==> src/rtl/aes_arb_pkg.sv <==
`timescale 1ns/1ps
// Shared types and widths for the AES request arbiter.
package aes_arb_pkg;

    localparam int unsigned AES_BLK_W  = 128;
    localparam int unsigned JOBS_CNT_W = 16;

    typedef enum logic [1:0] {
        IDLE   = 2'd0,
        LAUNCH = 2'd1,
        BUSY   = 2'd2,
        RESP   = 2'd3
    } arb_state_e;

endpackage

==> src/rtl/aes_req_arbiter_rr_pick.sv <==
`timescale 1ns/1ps
// Combinational round-robin picker: grants the first requester found at or
// after ptr, wrapping from N_REQ-1 back to 0.
module rr_pick #(
    parameter int unsigned N_REQ = 4,
    parameter int unsigned PTR_W = $clog2(N_REQ)
) (
    input  logic [N_REQ-1:0] req,
    input  logic [PTR_W-1:0] ptr,
    output logic [N_REQ-1:0] grant,
    output logic [PTR_W-1:0] grant_idx
);

    logic             found;
    logic [PTR_W-1:0] idx;

    // Walk the requesters starting at ptr; the first active one wins.
    always_comb begin
        grant     = '0;
        grant_idx = '0;
        found     = 1'b0;
        idx       = ptr;
        for (int unsigned k = 0; k < N_REQ; k++) begin
            if (!found && req[idx]) begin
                grant[idx] = 1'b1;
                grant_idx  = idx;
                found      = 1'b1;
            end
            idx = (idx == PTR_W'(N_REQ - 1)) ? '0 : idx + 1'b1;
        end
    end

endmodule

==> src/rtl/aes_req_arbiter.sv <==
`timescale 1ns/1ps
// Shares one AES core between N_REQ requesters: round-robin grant, latch the
// job, launch the core, wait for a fresh done edge (or watchdog timeout) and
// return the result to the owner over a valid/ready handshake.
module aes_req_arbiter
    import aes_arb_pkg::*;
#(
    parameter int unsigned N_REQ   = 4,
    parameter int unsigned TIMEOUT = 64
) (
    input  logic                         clk,
    input  logic                         rstn,
    input  logic [N_REQ-1:0]             req_valid,
    output logic [N_REQ-1:0]             req_ready,
    input  logic [AES_BLK_W*N_REQ-1:0]   req_plain_text,
    input  logic [AES_BLK_W*N_REQ-1:0]   req_cipher_key,
    output logic [N_REQ-1:0]             rsp_valid,
    input  logic [N_REQ-1:0]             rsp_ready,
    output logic [AES_BLK_W-1:0]         rsp_cipher_text,
    output logic                         rsp_err,
    output logic                         aes_start,
    output logic [AES_BLK_W-1:0]         aes_plain_text,
    output logic [AES_BLK_W-1:0]         aes_cipher_key,
    input  logic                         aes_done,
    input  logic [AES_BLK_W-1:0]         aes_cipher_text,
    output logic [JOBS_CNT_W-1:0]        jobs_done
);

    localparam int unsigned PW = $clog2(N_REQ);
    localparam int unsigned TW = $clog2(TIMEOUT + 1);

    arb_state_e       state;
    logic [PW-1:0]    rr_ptr;
    logic [PW-1:0]    owner_idx;
    logic [N_REQ-1:0] owner_oh;
    logic [TW-1:0]    timer;
    logic             done_q;

    logic [N_REQ-1:0] pick_grant;
    logic [PW-1:0]    pick_idx;

    rr_pick #(
        .N_REQ (N_REQ),
        .PTR_W (PW)
    ) u_rr_pick (
        .req       (req_valid),
        .ptr       (rr_ptr),
        .grant     (pick_grant),
        .grant_idx (pick_idx)
    );

    // Grant is only offered while idle; gated by rstn so it reads 0 during reset.
    always_comb begin
        req_ready = '0;
        if (state == IDLE && rstn)
            req_ready = pick_grant;
    end

    // Arbitration FSM with job latches, watchdog timer and completion counter.
    always_ff @(posedge clk or negedge rstn) begin
        if (!rstn) begin
            state           <= IDLE;
            rr_ptr          <= '0;
            owner_idx       <= '0;
            owner_oh        <= '0;
            timer           <= '0;
            done_q          <= 1'b0;
            rsp_valid       <= '0;
            rsp_cipher_text <= '0;
            rsp_err         <= 1'b0;
            aes_start       <= 1'b0;
            aes_plain_text  <= '0;
            aes_cipher_key  <= '0;
            jobs_done       <= '0;
        end else begin
            done_q    <= aes_done;
            aes_start <= 1'b0;
            case (state)
                IDLE: begin
                    if (|pick_grant) begin
                        for (int unsigned i = 0; i < N_REQ; i++) begin
                            if (pick_grant[i]) begin
                                aes_plain_text <= req_plain_text[i*AES_BLK_W +: AES_BLK_W];
                                aes_cipher_key <= req_cipher_key[i*AES_BLK_W +: AES_BLK_W];
                            end
                        end
                        owner_idx <= pick_idx;
                        owner_oh  <= pick_grant;
                        aes_start <= 1'b1;
                        state     <= LAUNCH;
                    end
                end
                LAUNCH: begin
                    timer <= '0;
                    state <= BUSY;
                end
                BUSY: begin
                    // A fresh done edge takes priority over a simultaneous timeout.
                    if (aes_done && !done_q) begin
                        rsp_cipher_text <= aes_cipher_text;
                        rsp_err         <= 1'b0;
                        rsp_valid       <= owner_oh;
                        state           <= RESP;
                    end else if (timer == TW'(TIMEOUT - 1)) begin
                        rsp_cipher_text <= '0;
                        rsp_err         <= 1'b1;
                        rsp_valid       <= owner_oh;
                        state           <= RESP;
                    end else begin
                        timer <= timer + 1'b1;
                    end
                end
                RESP: begin
                    if (|(rsp_ready & owner_oh)) begin
                        rsp_valid <= '0;
                        jobs_done <= jobs_done + 1'b1;
                        rr_ptr    <= (owner_idx == PW'(N_REQ - 1)) ? '0 : owner_idx + 1'b1;
                        state     <= IDLE;
                    end
                end
                default: state <= IDLE;
            endcase
        end
    end

endmodule
==> config.mk <==
export PLATFORM = sky130hd
export DESIGN_NAME = aes_req_arbiter
export DESIGN_NICKNAME = d
export VERILOG_FILES = /design/src/rtl/aes_arb_pkg.sv /design/src/rtl/aes_req_arbiter_rr_pick.sv /design/src/rtl/aes_req_arbiter.sv
export SDC_FILE = /design/constraint.sdc
export NUM_CORES = 1
export LEC_CHECK = 0
export ABC_AREA = 1
export BUFFER_PORTS_ARGS = -buffer_cell sky130_fd_sc_hd__buf_2
export CORE_AREA = 8 8 610 612
export CTS_CLUSTER_DIAMETER = 150
export CTS_CLUSTER_SIZE = 8
export DETAILED_ROUTE_END_ITERATION = 8
export DIE_AREA = 0 0 618 620
export PLACE_DENSITY = 0.35
export SLEW_MARGIN = 20
export SYNTH_ARGS = -nofsm -noshare
export SYNTH_HDL_FRONTEND = slang
export SYNTH_SLANG_ARGS = --single-unit
==> constraint.sdc <==
create_clock -name clk -period 3.1 [get_ports clk]
set_input_delay 0.62 -clock clk [delete_from_list [all_inputs] [get_ports clk]]
set_output_delay 0.62 -clock clk [all_outputs]
set_load 0.05 [all_outputs]
**Word level (Yosys, flattened, before mapping)**

Cells that the tools add are included.

- Logic and storage cells: 129
- Bits in registers: 424
- ROM bits: 0
- Bits in writable memories: 0
- Output and inout bits: 410
- Bits in latches: 0
- Memories: 0
- Input port bits: 1163

- Bitwise gates (word level): 4
- Add/subtract/negate cells: 6
- Shifts and indexed selects: 0
- Order comparisons: 8
- Equal/unequal tests: 13
- Multiply operators: 0
- Muxes and demuxes: 58
- Divide/modulo/power cells: 0
- Reductions and logical operators: 27

Operators by type and width:

| cell | number |
|---|---|
| $mux W128 | 10 |
| $mux W4 | 8 |
| $mux W2 | 12 |
| $add A16 B1 Y16 const B | 1 |
| $mux W1 | 15 |
| $mux W7 | 2 |
| $pmux W7 S2 | 1 |
| $eq A2 B2 Y1 const B | 6 |
| $lt A2 B3 Y1 const B | 4 |
| $or A4 B4 Y4 | 3 |
| $reduce_and A3 Y1 | 4 |
| $logic_and A1 B1 Y1 | 9 |
| $add A2 B1 Y2 const B | 4 |
| $bmux W1 S2 | 4 |
| $demux W1 S2 | 4 |
| $ge A2 B1 Y1 const B | 4 |
| $pmux W2 S4 | 1 |
| $pmux W4 S2 | 1 |
| $reduce_or A4 Y1 | 2 |
| $add A7 B1 Y7 const B | 1 |
| $eq A7 B6 Y1 const B | 1 |
| $ne A2 B2 Y1 const B | 3 |
| $reduce_and A2 Y1 | 3 |
| $reduce_bool A2 Y1 | 3 |
| other kinds (7) | 10 |

**Longest topological paths before layout**

- Depth in word-level cells: 16
- Gate-level depth with buffers: 18
- Gate-level depth less buffers: 14

**Cells and area by module**

A second synthesis with hierarchy kept.

- Cells, all modules: 3153
- Area total of the unflattened synthesis: 23652.7 um^2

Modules (own cells, without submodules):

| module | instances | area each (um^2) | cells each | seq. area each (um^2) |
|---|---|---|---|---|
| aes_req_arbiter | 1 | 23143.4 | 3070 | 10610.2 |
| rr_pick | 1 | 509.2 | 83 | 0.0 |

**Worst setup path after synthesis**

OpenSTA, ideal clock, no wires.

- Kind: register to output
- Start: register rr_ptr[0]
- End: output port req_ready[3]
- Arrival: 2520 ps
- Setup slack: -40 ps
- Buffers on the path: 5
- Data required time: 2480 ps
- Cell stages (with the launch flop): 17
- Cells stage by stage: dfrtp_1 buf_6 inv_4 ha_1 inv_2 nand3_1 nand2_1 inv_2 nor2_2 buf_4 nand3_1 nand3_1 buf_4 buf_2 buf_2 nand2_1 inv_1

- Word-level cells in the longest chain between the ends: 13
- Elaborated cells on any way between the ends: 54
- Classes of those cells: add/sub: 3; order compare: 8; eq/ne: 3; mux: 27; bitwise: 3; reduce/logical: 10

Ends and longest elaborated chain:

| element | line | source |
|---|---|---|
| start: declaration | aes_req_arbiter.sv:33 | `logic [PW-1:0] rr_ptr;` |
| start signal: assignment | aes_req_arbiter.sv:117 | `rr_ptr <= (owner_idx == PW'(N_REQ - 1)) ? '0 : owner_idx + 1'b1;` |
| $add A2 B1 Y2, or another cell as far along | aes_req_arbiter_rr_pick.sv:29 | `idx = (idx == PTR_W'(N_REQ - 1)) ? '0 : idx + 1'b1;` |
| $mux W2 / $mux W1 (equally long branches) | aes_req_arbiter_rr_pick.sv:29, aes_req_arbiter_rr_pick.sv:24 |  |
| $add A2 B1 Y2, or another cell as far along | aes_req_arbiter_rr_pick.sv:29 |  |
| $mux W2, or another cell as far along | aes_req_arbiter_rr_pick.sv:29 |  |
| $add A2 B1 Y2, or another cell as far along | aes_req_arbiter_rr_pick.sv:29 |  |
| $mux W2, or another cell as far along | aes_req_arbiter_rr_pick.sv:29 |  |
| $lt A2 B3 Y1 (not written as such), or another cell as far along | aes_req_arbiter_rr_pick.sv:25 | `grant[idx] = 1'b1;` |
| $logic_and A1 B1 Y1 (not written as such), or another cell as far along | aes_req_arbiter_rr_pick.sv:25 |  |
| $mux W1 (not written as such), or another cell as far along | aes_req_arbiter_rr_pick.sv:25 |  |
| $demux W1 S2, or another cell as far along | - |  |
| $or A4 B4 Y4 (no line) / $logic_and A1 B1 Y1 (equally long branches) | - |  |
| $mux W4 * | aes_req_arbiter_rr_pick.sv:24 | `if (!found && req[idx]) begin` |
| $mux W4 * | aes_req_arbiter.sv:55 | `if (state == IDLE && rstn)` |
| end: declaration | aes_req_arbiter.sv:14 | `output logic [N_REQ-1:0] req_ready,` |

Every way passes the cells marked *; elsewhere a longest branch is shown, timed or not. The select of a mux whose other input is x is not followed.

**Worst setup path in the final report**

Same ends and word-level chain as after synthesis.

==> impl_results.md <==
* Run status: finished with violations
* Failing checks: setup timing
* Post-layout power at approximately 76 mW
* Final setup slack of the worst path at -160 ps
* Std cell rows at roughly 220
* Placed cell count at ~11,000
* CTS tree: built
* Overall Global Routing Usage at between 15 and 20%
* Worst setup path endpoint: req_ready[3]
* Initial detailed-routing violation count at approximately 3,000
* Worst Path Max Fanout at 4
* GRT met2 Usage at slightly below 30%
* Clock net sink count at between 400 and 500
* Last weighted congestion value of the routability-driven placer at between 0.9 and 1
* Static leakage at about 26 nW
* Switching component of the power at between 40 and 50 mW
* Clock power frac at under 10%
* Crit path required time at roughly 2500 ps
* Buffer levels on the longest clock path at 3
* Layout cell share with drive strength beyond 1 at 34.0%
* WP data arrival at between 2000 and 3000 ps
* Synth area leader: dfrtp_1
* Number of I/O pins at ~1,600
* Total count of hold-check failures in the final report at 0
* RSZ-0062 raised after global routing: true
* Part of the total power dissipated in sequential elements at between 10% and 20%
* Hold Worst Slack at just over 100 ps
* Power density normalized to cell area at approximately 1600 mW/mm^2
* CP max stage delay at slightly above 400 ps
* Clock Pin Slew Worst Setup and Hold Paths at approximately 60 ps
* Share of flip-flops with an asynchronous set or reset after synthesis at between 90% and 100%
* Width of the chip at around 600 um
* Slew Viols, Final at 0
* Vias in the first global route at 38,300
* Worst Skew at 27.1 ps
* Routing usage on met1 at a little under a fifth
* Critical Path Start Type: register
* Proportion of power drawn by combinational gates at between 70 and 80%
* Count of buffers from port buffering at 1,572
* Overflow left after global routing at 0
* Switching share of power at about three fifths
* Share of Yosys cell area claimed by the top area cell type at roughly 38%
* Hold Path Origin: aes_cipher_text[29]
* Routed length per instance at 29.8 um
* Layer carrying the most global-route usage: met2
* Sum of routed wire length over all layers at ~330,000 um
* R2R Setup Slk at around 30 ps
* Critical path startpoint: rr_ptr[0]$_DFFE_PN0P_
* Pin count of the biggest net entering global routing at 85
* First-pass iteration count of the detailed router at 5
* Slowest cell on the critical path: dfrtp_2
* Reported max-cap violation count at 0
* Peak Freq at 307 MHz
* Filler-free cell count of the finished design at ~11,000
* GR Layer Usage met3 at just over 6%
* Combined area of all synthesized cells at 0.0281 mm^2
* Crit end category: output pin
* Flip-flop cell with the highest count after synthesis: dfrtp_1
* Final critical delay including setup and external delays at about 3300 ps
* Clock root cell: clkbuf_16
* Source of the worst register-to-register timing path: rr_ptr[0]$_DFFE_PN0P_
* Netlist cell types at 34
* Area contributors post-synth: dfrtp_1 38%, nand2_1 21%, nand3_1 12%
* Post-route ant nets at 0
* Post-synthesis register bit count at approximately 420
* Number of synthesized flops with an enable pin at 0
* Number of levels in the clock H-tree at 2
* Num CTS Buffers at 61
* Terminus of the critical flop-to-flop path: aes_cipher_key[80]$_DFFE_PN0P_
* Antenna violations before repair at approximately 320
* Layout Area Growth over Synthesis at 71.6%
* CP Buf/Inv Count at 6
* Worst Max-Slew Pin Slew at about 940 ps
* Internal power component at between 30 and 40 mW
* Total stage count of the critical path at 13
* Worst slew margin relative to its limit at ~38%
* Core Box Area at 0.363 mm^2
* Sequential fraction of the synthesis area at 37.7%
* Leading cell type by number of instances after synthesis: nand2_1
* Global-route wire length before repair at 415,000 um
* Category of cells accounting for the largest share of critical-path delay: buffers and inverters
* Crit Path Category: reg2out
* Setup-violating endpoint count in the final report at 4
* Maximum ir drop on the vdd rail at between 0.0005 and 0.0006 V
* Post-Syn Area per Cell at ~6.3 um^2
* Die extent in y at around 620 um
* Total die area at 0.383 mm^2
* Filler cell count at ~43,000
* Number of design rule violations left after detail routing at 0
* Worst hold-check path type: in2reg
* Cell count after synthesis at 4,444
* End-of-flow core utilization at a little over an eighth
* Vias post-DR at ~39,000
* Path depth of the worst reg2reg path at 16
* Initial core utilization at 7.74%
* Sum of net half-perimeters after detailed placement at 292,000 um
* Cells along the critical path: inv_4, ha_4, buf_6, nand2_2, nand3_2, nand2_4, buf_12, buf_4, nand3_2, nand3_4, nand2_4, clkinvlp_4, buf_8
* Final period utilization at 105%
* Synth cell count leaders: 1,599 x nand2_1, 802 x inv_1, 672 x nand3_1
* Post-synthesis net count at 5,621
* Total of warnings raised by yosys at 0
* Fin nets at approximately 7,400
* Final TNS setup at -574 ps
* Worst skew pair latency at 750 ps
* Vias per std cell at 3.47
cell type report:
type / count / area [um^2] / share of cell area (%)
Timing Repair Buffer: 2015 / 12900 / 26.7
Tap cell: 4816 / 6030 / 12.5
Multi-Input combinational cell: 2885 / 13400 / 27.7
Antenna cell: 225 / 563 / 1.17
Clock inverter: 6 / 115 / 0.239
Inverter: 808 / 3060 / 6.34
Sequential cell: 424 / 10600 / 22.0
Clock buffer: 66 / 1580 / 3.27
flip-flops by register name, indices dropped and copies added, names as in the netlist:
| name | cells |
|---|---|
| aes_cipher_key | 128 |
| aes_plain_text | 128 |
| aes_start | 1 |
| done_q | 1 |
| jobs_done | 16 |
| owner_idx | 2 |
| owner_oh | 4 |
| rr_ptr | 2 |
| rsp_cipher_text | 128 |
| rsp_err | 1 |
| rsp_valid | 4 |
| state | 2 |
| timer | 7 |
cells by family after synthesis:
| kind of cell | after synthesis | synth area share [%] |
|---|---|---|
| AOI/OAI and AO/OA | 288 | 5.31 |
| xor gates and xnor gates | 18 | 0.561 |
| adders and majority gates | 14 | 0.623 |
| buffers and inverters | 1135 | 16.0 |
| DFF | 424 | 37.7 |
| and+or+nand+nor | 2565 | 39.8 |
routing by layer:
metal  up-vias  wire [um]  part of all wire (%)
li1      17600          -                     -
met1     18800     126000                    38
met2      1918     164000                    49
met3       698      30300                   9.0
met4        84      13100                   3.9
met5         -        564                  0.17
metrics by stage:
step	area [um^2]	setup WS [ps]
global placement	44500	-262
detailed placement	44500	-250
CTS	47100	-318
global route	48100	-315
floorplan	28100	34.5
finish	48200	-160
power groups by stage:
stage / Clock, mW / Sequential [mW] / Combinational, mW
2_1_floorplan: 0 / 18.3 / 20.8
3_3_place_gp: 0 / 10.2 / 58.1
3_5_place_dp: 0 / 10.2 / 57.8
4_1_cts: 7.20 / 10.2 / 58.7
5_1_grt: 7.30 / 10.4 / 63.9
6_report: 6.83 / 10.1 / 59.1
repair_timing:
item,4_1_cts,5_1_grt
hold buffers,57,0
endpoints found under the hold margin,60,0
cloned,0,8
resized for setup,52,67
pin swaps,18,22
endpoints found under the setup margin,231,252
setup buffers,20,8
layout by cell type, fill, tap and decap left out, drive strengths merged:
cell	n
buf	1951
nand2	1603
inv	808
nand3	675
dfrtp	424
nand4	266
a21oi	264
diode	225
clkbuf	73
dlygate4sd3	57
nor2	20
ha	14
o21ai	12
xnor2	10
xor2	8
a22o	3
a21boi	3
clkinvlp	2
bufinv	2
clkinv	2
nor4	1
o31ai	1
a22oi	1
o211a	1
o22ai	1
a31oi	1
a311oi	1
worst min path at each step:
stage	end	slack, ps	cells past startpoint
after floorplan	aes_cipher_key[0]$_DFFE_PN0P_	320	0
after global placement	aes_cipher_key[95]$_DFFE_PN0P_	460	2
after detailed placement	aes_plain_text[124]$_DFFE_PN0P_	460	2
after CTS	rsp_cipher_text[29]$_DFFE_PN0P_	0.5	3
after global routing	rsp_cipher_text[29]$_DFFE_PN0P_	40	3
final	rsp_cipher_text[29]$_DFFE_PN0P_	100	3
worst min-delay path: cells and delay by family:
kind / cells / cell delay, ps
buffers and inverters: 1 / 80
and+or+nand+nor: 2 / 110
Note: power is estimated with default switching activity, not from simulation.
